### src/rtl/memory_burst_control_if.sv
// memory_burst_control_if: controller/RAM-side bus of the burst sequencer
//   master: drives load_memory, base_addr, process, cancel; observes the RAM/status outputs
//   slave : the sequencer side, receiving the requests and driving address, strobes and status
interface memory_burst_control_if #(
  parameter int ADDR_WIDTH = 5,
  parameter int BURST_LEN  = 4
);
  logic                               load_memory;
  logic [ADDR_WIDTH-1:0]              base_addr;
  logic [2:0]                         process;
  logic                               cancel;
  logic [ADDR_WIDTH-1:0]              address;
  logic                               write_enable;
  logic                               access_type;
  logic                               read_valid;
  logic                               write_ack;
  logic [$clog2(BURST_LEN+1)-1:0]     word_index;
  logic                               done;
  modport master (
    output load_memory, base_addr, process, cancel,
    input  address, write_enable, access_type, read_valid, write_ack, word_index, done
  );
  modport slave (
    input  load_memory, base_addr, process, cancel,
    output address, write_enable, access_type, read_valid, write_ack, word_index, done
  );
endinterface

### src/rtl/memory_burst_control.sv
// memory_burst_control: burst read, park until released, burst write back over the same range
//   clock, reset : rising-edge clock, synchronous active-high reset
//   bus (slave)  : load_memory/base_addr start a burst, process/cancel resolve HOLD,
//                  address/write_enable/access_type/read_valid/write_ack/word_index/done drive the RAM and controller
module memory_burst_control #(
  parameter int         ADDR_WIDTH = 5,
  parameter int         BURST_LEN  = 4,
  parameter int         READ_WAIT  = 7,
  parameter int         WRITE_WAIT = 7,
  parameter logic [2:0] PROCESS_GO = 3'b100
) (
  input logic                    clock,
  input logic                    reset,
  memory_burst_control_if.slave  bus
);
  localparam int WIW  = $clog2(BURST_LEN + 1);
  localparam int MAXW = READ_WAIT > WRITE_WAIT ? READ_WAIT : WRITE_WAIT;
  localparam int WTW  = $clog2(MAXW + 1);
  typedef enum logic [1:0] {IDLE, READ, HOLD, WRITE} state_t;
  state_t                state_q, state_d;
  logic [ADDR_WIDTH-1:0] base_q, base_d, addr_q, addr_d, address_q, address_d;
  logic [WIW-1:0]        word_q, word_d, word_index_q, word_index_d;
  logic [WTW-1:0]        wait_q, wait_d;
  logic                  last_wait, last_word, active;
  logic                  write_enable_q, write_enable_d, read_valid_q, read_valid_d;
  logic                  write_ack_q, write_ack_d, done_q, done_d;
  always_comb begin
    state_d   = state_q;
    base_d    = base_q;
    addr_d    = addr_q;
    word_d    = word_q;
    wait_d    = wait_q;
    last_wait = wait_q == (state_q == WRITE ? WTW'(WRITE_WAIT - 1) : WTW'(READ_WAIT - 1));
    last_word = word_q == WIW'(BURST_LEN - 1);
    case (state_q)
      IDLE: if (bus.load_memory) begin
        state_d = READ;
        base_d  = bus.base_addr;
        addr_d  = bus.base_addr;
        word_d  = '0;
        wait_d  = '0;
      end
      HOLD: state_d = bus.cancel ? IDLE : bus.process == PROCESS_GO ? WRITE : HOLD;
      default: if (last_wait) begin
        wait_d  = '0;
        state_d = last_word ? (state_q == READ ? HOLD : IDLE) : state_q;
        addr_d  = last_word ? base_q : addr_q + ADDR_WIDTH'(1);
        word_d  = last_word ? '0 : word_q + WIW'(1);
      end else begin
        wait_d = wait_q + WTW'(1);
      end
    endcase
    // Outputs are decoded from the next state so they register alongside it.
    active         = state_d == READ || state_d == WRITE;
    address_d      = active ? addr_d : '0;
    word_index_d   = active ? word_d : '0;
    write_enable_d = state_d == WRITE;
    read_valid_d   = state_d == READ && wait_d == WTW'(READ_WAIT - 1);
    write_ack_d    = state_d == WRITE && wait_d == WTW'(WRITE_WAIT - 1);
    done_d         = state_d == IDLE;
  end
  always_ff @(posedge clock) begin
    if (reset) begin
      state_q        <= IDLE;
      base_q         <= '0;
      addr_q         <= '0;
      word_q         <= '0;
      wait_q         <= '0;
      address_q      <= '0;
      word_index_q   <= '0;
      write_enable_q <= 1'b0;
      read_valid_q   <= 1'b0;
      write_ack_q    <= 1'b0;
      done_q         <= 1'b1;
    end else begin
      state_q        <= state_d;
      base_q         <= base_d;
      addr_q         <= addr_d;
      word_q         <= word_d;
      wait_q         <= wait_d;
      address_q      <= address_d;
      word_index_q   <= word_index_d;
      write_enable_q <= write_enable_d;
      read_valid_q   <= read_valid_d;
      write_ack_q    <= write_ack_d;
      done_q         <= done_d;
    end
  end
  assign bus.address      = address_q;
  assign bus.word_index   = word_index_q;
  assign bus.write_enable = write_enable_q;
  assign bus.access_type  = write_enable_q;
  assign bus.read_valid   = read_valid_q;
  assign bus.write_ack    = write_ack_q;
  assign bus.done         = done_q;
endmodule
### src/flat_wrapper.sv
// flat-port wrapper written by rule: the top's interface ports become plain ports
module memory_burst_control_flat 
#(
  parameter int         ADDR_WIDTH = 5,
  parameter int         BURST_LEN  = 4,
  parameter int         READ_WAIT  = 7,
  parameter int         WRITE_WAIT = 7,
  parameter logic [2:0] PROCESS_GO = 3'b100
)
  (clock, reset, bus_load_memory, bus_base_addr, bus_process, bus_cancel, bus_address, bus_write_enable, bus_access_type, bus_read_valid, bus_write_ack, bus_word_index, bus_done);
  memory_burst_control_if #(.ADDR_WIDTH(ADDR_WIDTH), .BURST_LEN(BURST_LEN)) bus_i ();
  input logic clock;
  input logic reset;
  input wire logic [$bits(bus_i.load_memory)-1:0] bus_load_memory;
  input wire logic [$bits(bus_i.base_addr)-1:0] bus_base_addr;
  input wire logic [$bits(bus_i.process)-1:0] bus_process;
  input wire logic [$bits(bus_i.cancel)-1:0] bus_cancel;
  output wire logic [$bits(bus_i.address)-1:0] bus_address;
  output wire logic [$bits(bus_i.write_enable)-1:0] bus_write_enable;
  output wire logic [$bits(bus_i.access_type)-1:0] bus_access_type;
  output wire logic [$bits(bus_i.read_valid)-1:0] bus_read_valid;
  output wire logic [$bits(bus_i.write_ack)-1:0] bus_write_ack;
  output wire logic [$bits(bus_i.word_index)-1:0] bus_word_index;
  output wire logic [$bits(bus_i.done)-1:0] bus_done;
  assign bus_i.load_memory = bus_load_memory;
  assign bus_i.base_addr = bus_base_addr;
  assign bus_i.process = bus_process;
  assign bus_i.cancel = bus_cancel;
  assign bus_address = bus_i.address;
  assign bus_write_enable = bus_i.write_enable;
  assign bus_access_type = bus_i.access_type;
  assign bus_read_valid = bus_i.read_valid;
  assign bus_write_ack = bus_i.write_ack;
  assign bus_word_index = bus_i.word_index;
  assign bus_done = bus_i.done;
  memory_burst_control #(.ADDR_WIDTH(ADDR_WIDTH), .BURST_LEN(BURST_LEN), .READ_WAIT(READ_WAIT), .WRITE_WAIT(WRITE_WAIT), .PROCESS_GO(PROCESS_GO)) u_core (.clock(clock), .reset(reset), .bus(bus_i));
endmodule
### config.mk
export PLATFORM = sky130hd
export DESIGN_NAME = memory_burst_control_flat
export DESIGN_NICKNAME = d
export VERILOG_FILES = /design/src/rtl/memory_burst_control_if.sv /design/src/rtl/memory_burst_control.sv /design/src/flat_wrapper.sv
export SDC_FILE = /design/constraint.sdc
export NUM_CORES = 1
export LEC_CHECK = 0
export CAP_MARGIN = 10
export CORE_MARGIN = 2
export CORE_UTILIZATION = 30
export CTS_CLUSTER_DIAMETER = 100
export DETAILED_ROUTE_END_ITERATION = 10
export PLACE_DENSITY = 0.5
export SLEW_MARGIN = 10
export SYNTH_ARGS = -nofsm -noshare
export SYNTH_HDL_FRONTEND = slang
export SYNTH_SLANG_ARGS = --single-unit
### constraint.sdc
create_clock -name clock -period 4.5 [get_ports clock]
set_input_delay 0.9 -clock clock [delete_from_list [all_inputs] [get_ports clock]]
set_output_delay 0.9 -clock clock [all_outputs]
set_load 0.05 [all_outputs]
After elaboration in Yosys (flattened, before gate mapping)
Cells that the tools add are included.
{"block": "classes", "n_addsub": 3, "eq_ne": 8, "n_mux": 18, "bitwise_logic": 1, "n_reduce_logical": 7}
{"operator": "3-bit two-way mux", "count": 5}
{"operator": "5-bit two-way mux", "count": 3}
{"operator": "3-bit case mux with 2 select lines", "count": 2}
{"operator": "2-bit two-way mux", "count": 5}
{"operator": "5-bit case mux with 2 select lines", "count": 1}
{"operator": "3-bit equality test, second input constant", "count": 3}
{"operator": "3-bit by 1-bit adder with 3-bit output, second input constant", "count": 2}
{"operator": "5-bit by 1-bit adder with 5-bit output, second input constant", "count": 1}
{"operator": "2-bit by 1-bit equality test with 1-bit output, second input constant", "count": 2}
{"operator": "2-bit equality test, second input constant", "count": 2}
{"operator": "2-bit logical NOT", "count": 2}
{"operator": "2-bit case mux with 2 select lines", "count": 1}
{"operator": "3-bit by 2-bit equality test with 1-bit output, second input constant", "count": 1}
{"operator": "1-bit logical AND", "count": 2}
{"operator": "2-bit AND reduction", "count": 1}
{"operator": "2-bit OR reduction", "count": 1}
{"operator": "1-bit logical OR", "count": 1}
{"operator": "1-bit two-way mux", "count": 1}
{"operator": "1-bit NOT", "count": 1}
{"block": "totals", "regBits": 30, "inputBits": 12, "out_inout_bits": 13, "word_cells": 48}

Longest topological paths before layout
{"block": "logic_depth", "word_depth": 9, "ltp_mapped": 6, "mapped_depth_nobuf": 5}

Worst setup path before layout
No wires, ideal clock.
{"block": "synth_path", "path_kind": "input port to flip-flop", "start": "in bus_load_memory", "end": "reg u_core.address_q[3], in the netlist u_core.bus.address[3]", "setup_ns": 0.132, "arrival_ns": 1.799, "required_ns": 4.368, "setup_slack_ns": 2.569, "stages": 5, "n_path_buf": 1, "path_cell_list": "nor3b_1 buf_4 nor2_1 a222oi_1 nor3_1"}
{"block": "synth_via", "elab_chain_len": 6, "word_cells_on_any_way": 9, "cone_classes": "2 x eq/ne; 4 x mux; 1 x bitwise; 2 x reduce/logical"}
{"item": "start: declaration", "line": "flat_wrapper.sv:14", "rtl": "input wire logic [$bits(bus_i.load_memory)-1:0] bus_load_memory;"}
{"item": "2-bit two-way mux", "line": "memory_burst_control.sv:36", "rtl": "IDLE: if (bus.load_memory) begin"}
{"item": "2-bit case mux with 2 select lines", "line": "memory_burst_control.sv:35", "rtl": "case (state_q)"}
{"item": "2-bit by 1-bit equality test with 1-bit output or 2-bit equality test (tied branches)", "line": "memory_burst_control.sv:54", "rtl": "active = state_d == READ || state_d == WRITE;"}
{"item": "1-bit logical OR", "line": "memory_burst_control.sv:54"}
{"item": "1-bit NOT (no line)"}
{"item": "2-bit OR reduction (no line)"}
{"item": "end signal: assignment", "line": "memory_burst_control.sv:81", "rtl": "address_q <= address_d;"}
{"item": "end: declaration", "line": "memory_burst_control.sv:21", "rtl": "logic [ADDR_WIDTH-1:0] base_q, base_d, addr_q, addr_d, address_q, address_d;"}
Parallel ways exist; a longest one is shown, timed or not.
A chain may end at the register's enable or synchronous reset.

Final worst setup path
{"block": "layout_path", "start": "in bus_load_memory", "end": "reg u_core.done_q, in the netlist u_core.bus.done"}
{"block": "layout_via", "elab_chain_len": 3}
{"item": "2-bit two-way mux", "line": "memory_burst_control.sv:36"}
{"item": "2-bit case mux with 2 select lines", "line": "memory_burst_control.sv:35"}
{"item": "2-bit logical NOT", "line": "memory_burst_control.sv:60", "rtl": "done_d = state_d == IDLE;"}
{"item": "end signal: assignment", "line": "memory_burst_control.sv:86", "rtl": "done_q <= done_d;"}
{"item": "end: declaration", "line": "memory_burst_control.sv:26", "rtl": "logic write_ack_q, write_ack_d, done_q, done_d;"}
Every way passes these cells.

==> flow_summary.yaml <==
route:
  count_of_unresolved_drc_violations_after_routing: 0
  drt_iter0_markers: 33
  drt_pass1_iterations: 4
  detailroute.via_count: 1073
  average_wire_per_standard_cell_um: 14.4
  viasPerCell: 5.16
  detail-route-antenna-nets: 0
  total_wire_length_after_detailed_routing_um: 3000
yosys:
  library_cell_with_the_largest_summed_area_after_synthesis: "sky130_fd_sc_hd__dfxtp_1"
  synth_nets: 150
  synth_top_area_share_pct: 44.7
  synth_area_sq_um: 1340
  leading_cell_type_by_number_of_instances_after_synthesis: "sky130_fd_sc_hd__dfxtp_1"
  ys_async_sr_fraction_pct: 0
  netlist-cell-type-count: 42
  post_synth_top_flop: "sky130_fd_sc_hd__dfxtp_1"
  synth.yosys.warnings: 0
  postSynthRegisterBits: 30
  netlist_top_cells_area: "sky130_fd_sc_hd__dfxtp_1 (45%), sky130_fd_sc_hd__mux2i_1 (6.0%), sky130_fd_sc_hd__nor2_1 (4.7%)"
  share_of_the_yosys_chip_area_belonging_to_registers_pct: 44.7
  syn_avg_cell_area_sq_um: 9.88
  synthTopCellsByCount: "sky130_fd_sc_hd__dfxtp_1 (30), sky130_fd_sc_hd__nor2_1 (17), sky130_fd_sc_hd__mux2i_1 (8), sky130_fd_sc_hd__nor3_1 (7)"
  synthesis.instances: 136
  synth-edff-count: 0
floorplan:
  core_region_area_sq_um: 4320
  floorplan.initialDensity_pct: 31.1
  die_width_um: 70.9
  fp.dieArea_sq_um: 5030
  core.rowCount: 24
  ios: 25
  fp.dieH_um: 70.9
grt:
  grtUsageTotal_pct: 13.3
  grt_first_pass_wirelength_um: 5180
  first_global_vias: 1096
  grt_start_max_net_pins: 28
  globalRoute.totalOverflow: 0
  grt_antenna_before_repair: 0
cts:
  cts_repair_resize_count: 0
  number_of_clock_buffers_inserted_by_tritoncts: 5
  cts_hold_buffers: 0
  clk_root_buffer_cell: "sky130_fd_sc_hd__clkbuf_8"
  cts.htree.levels: 2
  buffers_from_clock_root_to_sink_at_most: 2
  clk-insertion-delay-late_ns: 0.28
  tritoncts_num_sinks: 30
  cts_tree: "yes"
  post_cts_buffers: 0
  clkTransAtPathRegs_ns: 0.06
finish:
  final_non_filler_cell_area_sq_um: 1680
  layout-drive-gt1-share_pct: 10.9
  areaGrowthSynthToFinish_pct: 25.2
  nNetsFinal: 171
  antenna_cells_inserted: 0
  n_fill_cell: 462
critical_path:
  critical_path_cell_count: 5
  timing.reg2reg.worst_path_depth: 5
  worstSetupEndpointType: "register"
  cp_max_fo: 13
  slowest_stage: "sky130_fd_sc_hd__a311oi_2"
  setup.worst_path.start_class: "input port"
  worstSetupPathType: "in2reg"
  worst_setup_path_startpoint: "bus_load_memory"
  timing.critical_path.buf_inv: 2
  regToRegStartpoint: "u_core.word_q[0]"
  arrival_ns: 2.76
  crit_chain: "clkdlybuf4s50_1 > nor3b_2 > buf_4 > a311oi_2 > a31o_2"
  cp_top_family: "compound AO/OA/AOI/OAI gates"
  crit_path_max_incr_delay_ns: 0.81
  crit_required_ns: 4.72
power_and_ir_drop:
  pwr_total_uw: 578
  vdd_ir_drop_max_uv: 116
  clock_power_share_pct: 36.2
  power.combinational.fraction_pct: 13.5
  switchingPower_uw: 148
  netSwitchingFraction_pct: 25.6
  cell_internal_pwr_uw: 430
  leakagePower_uw: 0.000637
  power_share_of_the_sequential_group_pct: 50.3
  p_per_area_nw_per_um2: 343
timing:
  final_hold_viol_count: 0
  fin_skew_ns: 0.00385
  timing.final.setup_violations: 0
  rsz0062_at_grt: "false"
  finalHoldWorstSlack_ns: 0.503
  slew_headroom_pct: 29.1
  finalWorstPathRequiredPeriod_ns: 2.54
  fin_setup_tns_ns: 0
  timing.fmax_ghz: 0.394
  timing_max_transition_violations_final: 0
  worst-slew-pin-transition_ns: 1.06
  fin_crit_sh_pct: 56.5
placed_design:
  detailed_place.area_sq_um: 1600
  gpl.final_weighted_congestion: 0.757
  post-dp-hpwl_um: 2100
  portBuffers: 24
min_path:
  hold_path_startpoint: "u_core.base_q[0]"
  whs_path_depth: 2
  min-delay-path-class: "reg2reg"
job:
  drv.max_cap_violation_count: 0
status:
  outcome: "complete, no violations"
worst min-delay path, delay by kind of cell (launching register included):
| family | cells | cell delay [ns] |
|---|---|---|
| flops | 1 | 0.33 |
| simple gates | 1 | 0.07 |
| mux | 1 | 0.07 |
final cells by class:
type / instances / area, sq um / area share [%]
Sequential cell: 30 / 601 / 35.7
Tap cell: 52 / 65.1 / 3.87
Multi-Input combinational cell: 92 / 676 / 40.1
Timing Repair Buffer: 25 / 248 / 14.7
Clock buffer: 6 / 82.6 / 4.91
Inverter: 3 / 11.3 / 0.669
path summary, 6_finish.rpt:
kind	to	slack, ns
setup / recovery	u_core.bus.done	1.96
hold / removal	u_core.base_q[0]	0.50
setup reg to reg	u_core.bus.done	2.08
hold reg to reg	u_core.base_q[0]	0.50
power groups by stage:
stage,logic (uW),clock network (uW),registers [uW]
floorplan,44.6,0,304
global placement,77.3,0,295
detailed placement,78.3,0,296
CTS,78.9,215,290
global route,85.2,229,293
finish,78.0,209,291
flip-flops by register name, indices dropped and copies added (netlist names):
name	cells
u_core.bus.address	5
u_core.bus.write_ack	1
u_core.bus.done	1
u_core.bus.access_type	1
u_core.bus.word_index	3
u_core.wait_q	3
u_core.word_q	3
u_core.state_q	2
u_core.bus.read_valid	1
u_core.addr_q	5
u_core.base_q	5
stage by stage:
step	worst slack (ns)	utilization (%)	instances
finish	1.96	38.9	208
detailed placement	1.65	37.0	202
global route	1.82	38.9	208
floorplan	2.57	-	136
CTS	1.93	38.9	208
global placement	1.66	37.0	202
placed cells by master, fill, tap and decap left out, types with 2 or more instances in the layout:
| master | count |
|---|---|
| sky130_fd_sc_hd__o21a_1 | 4 |
| sky130_fd_sc_hd__dfxtp_1 | 30 |
| sky130_fd_sc_hd__nor3_1 | 7 |
| sky130_fd_sc_hd__nand2b_1 | 3 |
| sky130_fd_sc_hd__nand2_1 | 2 |
| sky130_fd_sc_hd__ha_1 | 2 |
| sky130_fd_sc_hd__a31oi_1 | 3 |
| sky130_fd_sc_hd__a222oi_1 | 2 |
| sky130_fd_sc_hd__nor3b_1 | 4 |
| sky130_fd_sc_hd__and4_1 | 2 |
| sky130_fd_sc_hd__nor2b_1 | 5 |
| sky130_fd_sc_hd__nor2_1 | 17 |
| sky130_fd_sc_hd__a21oi_1 | 5 |
| sky130_fd_sc_hd__inv_1 | 3 |
| sky130_fd_sc_hd__mux2i_1 | 8 |
| sky130_fd_sc_hd__clkbuf_8 | 6 |
| sky130_fd_sc_hd__clkdlybuf4s50_1 | 24 |
| sky130_fd_sc_hd__nor4b_1 | 2 |
| sky130_fd_sc_hd__a311oi_1 | 2 |
| sky130_fd_sc_hd__o21ai_0 | 4 |
metal layers:
layer / vias to the layer above / routed length [um] / GRT usage, %
met5: - / 0 / 0
met4: 0 / 51 / 5.03
met3: 6 / 129 / 4.70
met2: 18 / 1450 / 22.4
met1: 509 / 1370 / 15.4
li1: 540 / - / -
cells by family (layout without fill, tap and decap cells):
| logic type | after synthesis | count (layout) | synth area share, % |
|---|---|---|---|
| AOI/OAI and AO/OA | 32 | 32 | 19.8 |
| adders and majority gates | 2 | 2 | 1.86 |
| buffers and inverters | 14 | 34 | 5.40 |
| DFF | 30 | 30 | 44.7 |
| muxes | 9 | 9 | 6.80 |
| and+or+nand+nor | 49 | 49 | 21.4 |
(Power assumes the default switching activity.)
